### config.mk
export PLATFORM = sky130hd
export DESIGN_NAME = scan_test_sequencer_flat
export DESIGN_NICKNAME = d
export VERILOG_FILES = /design/src/rtl/scan_test_sequencer_if.sv /design/src/rtl/scan_test_sequencer.sv /design/src/flat_wrapper.sv
export SDC_FILE = /design/constraint.sdc
export NUM_CORES = 1
export LEC_CHECK = 0
export BUFFER_PORTS_ARGS = -buffer_cell sky130_fd_sc_hd__buf_4
export CAP_MARGIN = 20
export CORE_UTILIZATION = 50
export DETAILED_ROUTE_END_ITERATION = 8
export PLACE_DENSITY = 0.79
export SYNTH_ARGS = -nofsm -noshare
export SYNTH_HDL_FRONTEND = slang
export SYNTH_SLANG_ARGS = --single-unit
### constraint.sdc
create_clock -name clk -period 3.85 [get_ports clk]
set_input_delay 0.77 -clock clk [delete_from_list [all_inputs] [get_ports clk]]
set_output_delay 0.77 -clock clk [all_outputs]
set_load 0.02 [all_outputs]
### src/rtl/scan_test_sequencer_if.sv
`default_nettype none
// ============================================================================
// Module   : scan_test_sequencer_if
// Purpose  : Bundles the pattern-source handshake, the scan-core drive/observe
//            pins and the result/statistics outputs of scan_test_sequencer.
// Ports    : master - sequencer view (takes patterns and core pins, drives
//                     the core and reports results)
//            slave  - environment view (pattern source, scan core, monitor)
// Revision : 1.0 - initial release
// ============================================================================
interface scan_test_sequencer_if #(
   parameter int CHAIN_LEN = 3,
   parameter int CNT_W     = 16
);
   // Pattern source handshake
   logic                 pat_valid;
   logic                 pat_ready;
   logic [CHAIN_LEN-1:0] pat_load;
   logic                 pat_inp;
   logic [CHAIN_LEN-1:0] exp_state;
   logic                 exp_out;
   // Scan core pins
   logic                 dut_scan_enable;
   logic                 dut_scan_in;
   logic                 dut_inp;
   logic                 dut_scan_out;
   logic                 dut_out;
   // Status and results
   logic                 busy;
   logic                 result_valid;
   logic                 result_fail;
   logic [CNT_W-1:0]     result_index;
   logic [CNT_W-1:0]     pat_count;
   logic [CNT_W-1:0]     fail_count;
   logic                 done;

   modport master (
      input  pat_valid, pat_load, pat_inp, exp_state, exp_out,
      input  dut_scan_out, dut_out,
      output pat_ready, dut_scan_enable, dut_scan_in, dut_inp,
      output busy, result_valid, result_fail, result_index,
      output pat_count, fail_count, done
   );

   modport slave (
      output pat_valid, pat_load, pat_inp, exp_state, exp_out,
      output dut_scan_out, dut_out,
      input  pat_ready, dut_scan_enable, dut_scan_in, dut_inp,
      input  busy, result_valid, result_fail, result_index,
      input  pat_count, fail_count, done
   );
endinterface
`default_nettype wire

### src/rtl/scan_test_sequencer.sv
`default_nettype none
// ============================================================================
// Module   : scan_test_sequencer
// Purpose  : Drives a scan-chained FSM core through shift-in, capture and
//            shift-out. The previous capture is unloaded while the next
//            pattern shifts in, compared against its expectations, and
//            pass/fail statistics are accumulated.
// Ports    : clk - clock, rising edge
//            rst - asynchronous active-high reset
//            bus - scan_test_sequencer_if.master (handshake, core pins,
//                  results and counters)
// Revision : 1.0 - initial release
// ============================================================================
module scan_test_sequencer #(
   parameter int CHAIN_LEN = 3,
   parameter int CNT_W     = 16
) (
   input  logic                  clk,
   input  logic                  rst,
   scan_test_sequencer_if.master bus
);

   localparam int              CW         = $clog2(CHAIN_LEN);
   localparam logic [CW-1:0]   c_CNT_LAST = CW'(CHAIN_LEN - 1);

   typedef enum logic [1:0] {
      S_IDLE    = 2'd0,
      S_SHIFT   = 2'd1,
      S_CAPTURE = 2'd2,
      S_UNLOAD  = 2'd3
   } state_t;

   state_t               r_state;
   logic [CW-1:0]        r_cnt;
   // Pattern currently in flight
   logic [CHAIN_LEN-1:0] r_load;
   logic                 r_inp;
   logic [CHAIN_LEN-1:0] r_exp_state;
   logic                 r_exp_out;
   logic [CNT_W-1:0]     r_cur_index;
   logic [CNT_W-1:0]     r_next_index;
   // Captured pattern waiting for its response to be shifted out
   logic                 r_pend_valid;
   logic [CHAIN_LEN-1:0] r_pend_exp_state;
   logic                 r_pend_out_err;
   logic [CNT_W-1:0]     r_pend_index;
   logic [CHAIN_LEN-1:0] r_resp;
   // Registered outputs
   logic                 r_pat_ready;
   logic                 r_scan_enable;
   logic                 r_scan_in;
   logic                 r_dut_inp;
   logic                 r_busy;
   logic                 r_result_valid;
   logic                 r_result_fail;
   logic [CNT_W-1:0]     r_result_index;
   logic [CNT_W-1:0]     r_pat_count;
   logic [CNT_W-1:0]     r_fail_count;
   logic                 r_done;

   logic [CW-1:0]        w_cnt_inc;
   logic                 w_last;
   logic                 w_take;
   logic                 w_out_err;
   logic                 w_fail;
   logic [CHAIN_LEN-1:0] w_response;
   logic [CNT_W-1:0]     w_pat_count_inc;
   logic [CNT_W-1:0]     w_fail_count_inc;

   assign w_cnt_inc = r_cnt + 1'b1;
   assign w_last    = (r_cnt == c_CNT_LAST);
   // Ready is only ever high in IDLE and CAPTURE, so valid alone decides there
   assign w_take    = bus.pat_valid &&
                      ((r_state == S_IDLE) || (r_state == S_CAPTURE));
   assign w_out_err = (bus.dut_out != r_exp_out);

   // Response with the bit arriving this cycle merged in at position r_cnt,
   // so the final compare sees the complete word on the last shift edge.
   for (genvar gi = 0; gi < CHAIN_LEN; gi++) begin : g_resp
      assign w_response[gi] = (r_cnt == CW'(gi)) ? bus.dut_scan_out : r_resp[gi];
   end

   assign w_fail           = (w_response != r_pend_exp_state) || r_pend_out_err;
   assign w_pat_count_inc  = (r_pat_count  == '1) ? r_pat_count  : r_pat_count  + 1'b1;
   assign w_fail_count_inc = (r_fail_count == '1) ? r_fail_count : r_fail_count + 1'b1;

   always_ff @(posedge clk or posedge rst) begin
      if (rst) begin
         r_state          <= S_IDLE;
         r_cnt            <= '0;
         r_load           <= '0;
         r_inp            <= 1'b0;
         r_exp_state      <= '0;
         r_exp_out        <= 1'b0;
         r_cur_index      <= '0;
         r_next_index     <= '0;
         r_pend_valid     <= 1'b0;
         r_pend_exp_state <= '0;
         r_pend_out_err   <= 1'b0;
         r_pend_index     <= '0;
         r_resp           <= '0;
         r_pat_ready      <= 1'b1;
         r_scan_enable    <= 1'b0;
         r_scan_in        <= 1'b0;
         r_dut_inp        <= 1'b0;
         r_busy           <= 1'b0;
         r_result_valid   <= 1'b0;
         r_result_fail    <= 1'b0;
         r_result_index   <= '0;
         r_pat_count      <= '0;
         r_fail_count     <= '0;
         r_done           <= 1'b0;
      end else begin
         r_result_valid <= 1'b0;
         r_result_fail  <= 1'b0;
         r_done         <= 1'b0;

         if (w_take) begin
            r_load       <= bus.pat_load;
            r_inp        <= bus.pat_inp;
            r_exp_state  <= bus.exp_state;
            r_exp_out    <= bus.exp_out;
            r_cur_index  <= r_next_index;
            r_next_index <= r_next_index + 1'b1;
            r_pat_count  <= w_pat_count_inc;
         end

         case (r_state)
            S_IDLE: begin
               if (w_take) begin
                  r_state       <= S_SHIFT;
                  r_cnt         <= '0;
                  r_pend_valid  <= 1'b0;
                  r_scan_enable <= 1'b1;
                  r_scan_in     <= bus.pat_load[0];
                  r_pat_ready   <= 1'b0;
                  r_busy        <= 1'b1;
               end
            end

            S_SHIFT: begin
               r_resp <= w_response;
               if (w_last) begin
                  r_state       <= S_CAPTURE;
                  r_cnt         <= '0;
                  r_scan_enable <= 1'b0;
                  r_scan_in     <= 1'b0;
                  r_dut_inp     <= r_inp;
                  r_pat_ready   <= 1'b1;
                  if (r_pend_valid) begin
                     r_result_valid <= 1'b1;
                     r_result_fail  <= w_fail;
                     r_result_index <= r_pend_index;
                     if (w_fail) r_fail_count <= w_fail_count_inc;
                  end
               end else begin
                  r_cnt     <= w_cnt_inc;
                  r_scan_in <= r_load[w_cnt_inc];
               end
            end

            S_CAPTURE: begin
               // The captured state is now in the chain; its expectations
               // travel with it until the response has been shifted out.
               r_pend_valid     <= 1'b1;
               r_pend_exp_state <= r_exp_state;
               r_pend_out_err   <= w_out_err;
               r_pend_index     <= r_cur_index;
               r_cnt            <= '0;
               r_dut_inp        <= 1'b0;
               r_scan_enable    <= 1'b1;
               r_pat_ready      <= 1'b0;
               if (w_take) begin
                  r_state   <= S_SHIFT;
                  r_scan_in <= bus.pat_load[0];
               end else begin
                  r_state   <= S_UNLOAD;
                  r_scan_in <= 1'b0;
               end
            end

            S_UNLOAD: begin
               r_resp <= w_response;
               if (w_last) begin
                  r_state        <= S_IDLE;
                  r_cnt          <= '0;
                  r_pend_valid   <= 1'b0;
                  r_scan_enable  <= 1'b0;
                  r_pat_ready    <= 1'b1;
                  r_busy         <= 1'b0;
                  r_result_valid <= 1'b1;
                  r_result_fail  <= w_fail;
                  r_result_index <= r_pend_index;
                  r_done         <= 1'b1;
                  if (w_fail) r_fail_count <= w_fail_count_inc;
               end else begin
                  r_cnt <= w_cnt_inc;
               end
            end

            default: begin
               r_state <= S_IDLE;
            end
         endcase
      end
   end

   // Ready is held low while reset is asserted and rises as soon as it drops.
   assign bus.pat_ready       = r_pat_ready & ~rst;
   assign bus.dut_scan_enable = r_scan_enable;
   assign bus.dut_scan_in     = r_scan_in;
   assign bus.dut_inp         = r_dut_inp;
   assign bus.busy            = r_busy;
   assign bus.result_valid    = r_result_valid;
   assign bus.result_fail     = r_result_fail;
   assign bus.result_index    = r_result_index;
   assign bus.pat_count       = r_pat_count;
   assign bus.fail_count      = r_fail_count;
   assign bus.done            = r_done;

endmodule
`default_nettype wire

### src/flat_wrapper.sv
// flat-port wrapper written by rule: the top's interface ports become plain ports
module scan_test_sequencer_flat 
#(
   parameter int CHAIN_LEN = 3,
   parameter int CNT_W     = 16
)
  (clk, rst, bus_pat_valid, bus_pat_load, bus_pat_inp, bus_exp_state, bus_exp_out, bus_dut_scan_out, bus_dut_out, bus_pat_ready, bus_dut_scan_enable, bus_dut_scan_in, bus_dut_inp, bus_busy, bus_result_valid, bus_result_fail, bus_result_index, bus_pat_count, bus_fail_count, bus_done);
  scan_test_sequencer_if #(.CHAIN_LEN(CHAIN_LEN), .CNT_W(CNT_W)) bus_i ();
  input  logic clk;
  input  logic rst;
  input wire logic [$bits(bus_i.pat_valid)-1:0] bus_pat_valid;
  input wire logic [$bits(bus_i.pat_load)-1:0] bus_pat_load;
  input wire logic [$bits(bus_i.pat_inp)-1:0] bus_pat_inp;
  input wire logic [$bits(bus_i.exp_state)-1:0] bus_exp_state;
  input wire logic [$bits(bus_i.exp_out)-1:0] bus_exp_out;
  input wire logic [$bits(bus_i.dut_scan_out)-1:0] bus_dut_scan_out;
  input wire logic [$bits(bus_i.dut_out)-1:0] bus_dut_out;
  output wire logic [$bits(bus_i.pat_ready)-1:0] bus_pat_ready;
  output wire logic [$bits(bus_i.dut_scan_enable)-1:0] bus_dut_scan_enable;
  output wire logic [$bits(bus_i.dut_scan_in)-1:0] bus_dut_scan_in;
  output wire logic [$bits(bus_i.dut_inp)-1:0] bus_dut_inp;
  output wire logic [$bits(bus_i.busy)-1:0] bus_busy;
  output wire logic [$bits(bus_i.result_valid)-1:0] bus_result_valid;
  output wire logic [$bits(bus_i.result_fail)-1:0] bus_result_fail;
  output wire logic [$bits(bus_i.result_index)-1:0] bus_result_index;
  output wire logic [$bits(bus_i.pat_count)-1:0] bus_pat_count;
  output wire logic [$bits(bus_i.fail_count)-1:0] bus_fail_count;
  output wire logic [$bits(bus_i.done)-1:0] bus_done;
  assign bus_i.pat_valid = bus_pat_valid;
  assign bus_i.pat_load = bus_pat_load;
  assign bus_i.pat_inp = bus_pat_inp;
  assign bus_i.exp_state = bus_exp_state;
  assign bus_i.exp_out = bus_exp_out;
  assign bus_i.dut_scan_out = bus_dut_scan_out;
  assign bus_i.dut_out = bus_dut_out;
  assign bus_pat_ready = bus_i.pat_ready;
  assign bus_dut_scan_enable = bus_i.dut_scan_enable;
  assign bus_dut_scan_in = bus_i.dut_scan_in;
  assign bus_dut_inp = bus_i.dut_inp;
  assign bus_busy = bus_i.busy;
  assign bus_result_valid = bus_i.result_valid;
  assign bus_result_fail = bus_i.result_fail;
  assign bus_result_index = bus_i.result_index;
  assign bus_pat_count = bus_i.pat_count;
  assign bus_fail_count = bus_i.fail_count;
  assign bus_done = bus_i.done;
  scan_test_sequencer #(.CHAIN_LEN(CHAIN_LEN), .CNT_W(CNT_W)) u_core (.clk(clk), .rst(rst), .bus(bus_i));
endmodule
# Yosys cells after proc, flatten, opt, wreduce, memory -nomap -nowiden
# Index checks and enable logic that the tools add are counted.
# op_classes
magnitude_cmp,1
n_addsub,4
eq_ne,14
reduce_logical,19
bitwise,3
n_mux,46
# ops
cell,count
16-bit two-way mux,8
16-bit one-hot mux with 2 select lines,2
16-bit by 1-bit adder with 16-bit output (second input constant),3
16-bit == test (second input constant),2
1-bit two-way mux,19
2-bit two-way mux,6
1-bit one-hot mux with 3 select lines,4
2-bit by 1-bit != test with 1-bit output (second input constant),5
3-bit AND reduction,3
1-bit one-hot mux with 2 select lines,4
2-bit one-hot mux with 4 select lines,1
2-bit AND reduction,4
2-bit == test (second input constant),3
2-bit one-hot mux with 3 select lines,1
2-bit nonzero test,3
3-bit nonzero test,2
2-bit by 1-bit == test with 1-bit output (second input constant),2
2-bit logical NOT,2
4-bit AND reduction,1
2-bit by 3-bit less-than comparator with 1-bit output (second input constant),1
3-bit != test,1
2-bit by 1-bit adder with 2-bit output (second input constant),1
1-bit binary-select mux with 2-bit select,1
1-bit logical OR,2
5 further kinds,6
# word_totals
register_bits,124
input_bits,13
elab_cells,111
output_inout_bits,56

# Depth between registers and ports, before layout
# depth
word_depth,8
mapped_depth,9
mapped_depth_nobuf,7

# Worst setup path after synthesis
# No wires, ideal clock.
# synth_timing
path_kind,input to register
from,in bus_dut_scan_out
to,"reg u_core.r_fail_count[1], in the netlist u_core.bus.fail_count[1]"
path_stages,6
required_ns,3.722
arrival_time_ns,1.955
setup_time_ns,0.128
n_path_buf,1
setup_slack_ns,1.767
path_cell_list,mux2i_1 xnor2_1 and4bb_1 buf_6 nor3_2 mux2_1
# synth_via
elab_chain_len,7
elab_cells_between_ends,10
classes_between,eq/ne (1); mux (8); reduce/logical (1)
# synth_lines
item,line,rtl
start: declaration,flat_wrapper.sv:16,input wire logic [$bits(bus_i.dut_scan_out)-1:0] bus_dut_scan_out;
1-bit two-way mux,scan_test_sequencer.sv:80,assign w_response[gi] = (r_cnt == CW'(gi)) ? bus.dut_scan_out : r_resp[gi];
3-bit != test *,scan_test_sequencer.sv:83,assign w_fail = (w_response != r_pend_exp_state) || r_pend_out_err;
1-bit logical OR *,scan_test_sequencer.sv:83,
16-bit two-way mux *,--,
16-bit two-way mux (2 in series),--,
16-bit one-hot mux with 2 select lines *,--,
end signal: assignment,scan_test_sequencer.sv:154,if (w_fail) r_fail_count <= w_fail_count_inc;
end signal: assignment,scan_test_sequencer.sv:195,if (w_fail) r_fail_count <= w_fail_count_inc;
end: declaration,scan_test_sequencer.sv:58,logic [CNT_W-1:0] r_fail_count;
# Mark *: on every way between the ends. The rest lies on a longest branch, timed or not. The select of a mux whose other input is x is not followed.
# A chain may end at the register's enable or synchronous reset.

# Final worst setup path
# layout_timing
from,reg u_core.r_state[1]
to,"reg u_core.r_fail_count[11], in the netlist u_core.bus.fail_count[11]"
# layout_via
elab_chain_len,3
elab_cells_between_ends,8
classes_between,eq/ne (5); mux (1); reduce/logical (2)
# layout_lines
item,line,rtl
start: declaration,scan_test_sequencer.sv:33,state_t r_state;
start signal: assignment,scan_test_sequencer.sv:89,r_state <= S_IDLE;
start signal: assignment,scan_test_sequencer.sv:131,r_state <= S_SHIFT;
start signal: assignment,scan_test_sequencer.sv:144,r_state <= S_CAPTURE;
2-bit == test or 2-bit by 1-bit == test with 1-bit output (tied branches),scan_test_sequencer.sv:128,case (r_state)
2-bit by 1-bit != test with 1-bit output (no source line) or 2-bit nonzero test (tied branches),--,
4-bit AND reduction (no source line),--,
# Parallel ways exist; a longest one is shown, timed or not.

==> flow_summary.yaml <==
status:
  status: "finished, final reports clean"
placed_design:
  dp_hpwl_um: 7240
  dp_slack_ns: 1.38
  postPlaceCellArea_sq_um: 6090
  port_buffers: 68
  gp_congestion: 0.850
detailed_routing:
  first_pass_iters: 4
  wirelength_um: 10800
  route.detailed.drc: 0
  drt-initial-drc-count: 199
  drt-vias-per-instance: 5.34
  wire_per_inst_um: 15.5
  postRouteAntennaNets: 0
  vias: 3721
setup_path:
  crit_fanout: 15
  worstSetupPathType: "register to register"
  required_ns: 4.23
  crit_buf_inv: 2
  cpPeakStageDelay_ns: 0.51
  crit_arrival_ns: 2.87
  crit_path_cell_trace: "inv_1, ha_1, and2b_1, o21ai_2, buf_4, or3_1, nor3_1, xor2_1"
  path_delay_family: "compound AO/OA/AOI/OAI gates"
  cp-end-kind: "register"
  crit_path_start_kind: "register"
  crit_slowest_cell: "o21ai_2"
clock_network:
  clockBufferDepth: 2
  post-cts-setup-buffers: 0
  clk_latency_ns: 0.51
  cts_tree: "done"
  htree_levels: 4
  root_buffer: "clkbuf_8"
  clk_pin_slew_ns: 0.06
  cts.sinks: 124
  cts_resized: 0
  numCtsBuffers: 17
  holdBufCountCts: 0
cells_and_area:
  drive_above_1_share: 0.283
  fillers: 808
  postLayoutCellArea_sq_um: 6660
  diodes: 0
  final_nets: 573
  syn_to_final_growth_pct: 23.2
  final_util: 0.640
logic_synthesis:
  syn_area_sq_um: 5410
  syn_nets: 493
  synth_top_area_frac: 0.569
  yosysWarningCount: 0
  syn_area_per_cell_sq_um: 11.5
  synth_top_area_cell: "dfrtp_1"
  async_flop_share: 1.00
  synth_area_leaders: "dfrtp_1, mux2_2, nand2_1"
  synthCells: 469
  synth_common_cells: "dfrtp_1, nand2_1, mux2_2"
  ys_seq_area_frac: 0.574
  ys.flop_type: "dfrtp_1"
  ys_types: 47
  ys_ff_latch: 124
  yosysMostFrequentCell: "dfrtp_1"
  synth_edf_count: 0
global_route:
  grt_max_degree: 43
  grt.total_usage: 0.212
  grt_pass1_wl_um: 18600
  grt_pass1_vias: 3909
  antenna_found_initial: 0
  grt.overflow.total: 0
sta:
  setup_viol: 0
  setup_tns_ns: 0
  fin_crit_ns: 2.49
  finalHoldViolations: 0
  worst_slew_pin_slew_ns: 0.919
  post-route-period-util: 0.647
  setup_slack_ns: 1.36
  fmax_mhz: 401
  skew_ns: 0.0118
  timing.final.max_slew_violations: 0
  grt_setup_unrepaired: "false"
  slew_headroom: 0.386
floorplanning:
  rows: 37
  core-area_sq_um: 10400
  ioPinCount: 69
  fp.dieW_um: 106
  start_util: 0.519
  fp.dieArea_sq_um: 11200
  die_h_um: 106
power_and_ir_drop:
  power.total_mw: 4.53
  p_per_area_nw_per_um2: 679
  p_leak_nw: 3.28
  ir_drop_v: 0.000338
worst_hold_path:
  hold_class: "primary input to asynchronous set/reset pin"
flow_run:
  cap_viol_max_count: 0
[stage by stage]
step,instances,hold slack [ns]
floorplan,469,0.438
global placement,666,0.453
detailed placement,666,0.461
CTS,697,0.451
global route,697,0.460
finish,697,0.468
[registers in the layout, indices dropped and copies added (netlist names), 16 cells and up]
register / count
u_core.bus.fail_count: 16
u_core.r_next_index: 16
u_core.bus.result_index: 16
u_core.r_pend_index: 16
u_core.bus.pat_count: 16
u_core.r_cur_index: 16
[where the power goes]
| part | total [mW] | switching [mW] | internal (mW) |
|---|---|---|---|
| Clock | 1.52 | 0.554 | 0.966 |
| Combinational | 1.20 | 0.671 | 0.528 |
| Sequential | 1.81 | 0.226 | 1.58 |
[layout by cell type (no fill, tap or decap), types with 3 or more instances in the layout]
| cell type | synthesis | final |
|---|---|---|
| clkinvlp_4 | 0 | 6 |
| buf_4 | 0 | 74 |
| ha_1 | 11 | 11 |
| nand2_1 | 95 | 95 |
| clkbuf_8 | 0 | 4 |
| a21oi_1 | 7 | 7 |
| dfrtp_1 | 123 | 123 |
| xnor2_1 | 30 | 30 |
| clkbuf_16 | 0 | 16 |
| and4_1 | 5 | 5 |
| inv_1 | 7 | 6 |
| o21ai_0 | 11 | 11 |
| a31oi_1 | 6 | 6 |
| xor2_1 | 17 | 17 |
| nand3_1 | 18 | 18 |
| mux2i_1 | 3 | 3 |
| nor3_1 | 10 | 10 |
| mux2_2 | 41 | 41 |
| nor2b_1 | 4 | 4 |
| nor2_1 | 13 | 13 |
| and2_1 | 4 | 4 |
| nand2b_1 | 5 | 5 |
| and3_1 | 4 | 4 |
| nand4_1 | 13 | 13 |
[worst reg2reg max path, stage by stage, from the launching register on]
cell     delay, ns
dfrtp_1       0.43
inv_1         0.14
ha_1          0.30
and2b_1       0.22
o21ai_2       0.51
buf_4         0.36
or3_1         0.19
nor3_1        0.07
xor2_1        0.15
[routing by layer]
metal / vias to the layer above / global-route usage / part of all wire
li1: 1766 / - / -
met1: 1871 / 0.264 / 0.44
met2: 75 / 0.363 / 0.52
met3: 9 / 0.0515 / 0.031
met5: - / 0 / 0
met4: 0 / 0.0655 / 0.0081
[path summary, 6_finish.rpt]
kind | from | endpoint | slack [ns] | cells after the start
setup / recovery | u_core.r_state[1] | u_core.bus.fail_count[11] | 1.36 | 8
hold / removal | rst | u_core.r_cnt[1] | 0.47 | 2
setup reg to reg | u_core.r_state[1] | u_core.bus.fail_count[11] | 1.36 | 8
hold reg to reg | u_core.r_cur_index[7] | u_core.r_cur_index[7] | 0.47 | 2
max in group asynchronous | rst | u_core.bus.result_index[9] | 2.53 | 3
min in group clk | bus_pat_load[2] | u_core.r_load[2] | 0.47 | 3
[cells by family (layout without fill, tap and decap cells)]
kind of cell / count (synthesis) / count (layout) / synth area share
compound gates: 33 / 33 / 0.0361
xor+xnor: 47 / 47 / 0.0761
fa+ha+maj: 11 / 11 / 0.0254
buf+inv: 21 / 113 / 0.0187
flops: 124 / 124 / 0.574
mux: 46 / 46 / 0.0951
simple gates: 187 / 187 / 0.175
[area by class of cell]
cell class	instances	area, sq um	share of cell area
clock buffers	21	459	0.0689
inverters	7	30.0	0.00451
flip-flops and latches	124	3100	0.466
well taps	136	170	0.0255
multi-input cells	324	2210	0.331
repair buffers	75	576	0.0864
clock inverters	10	116	0.0175
No activity file was read; power rests on OpenSTA's default activity.
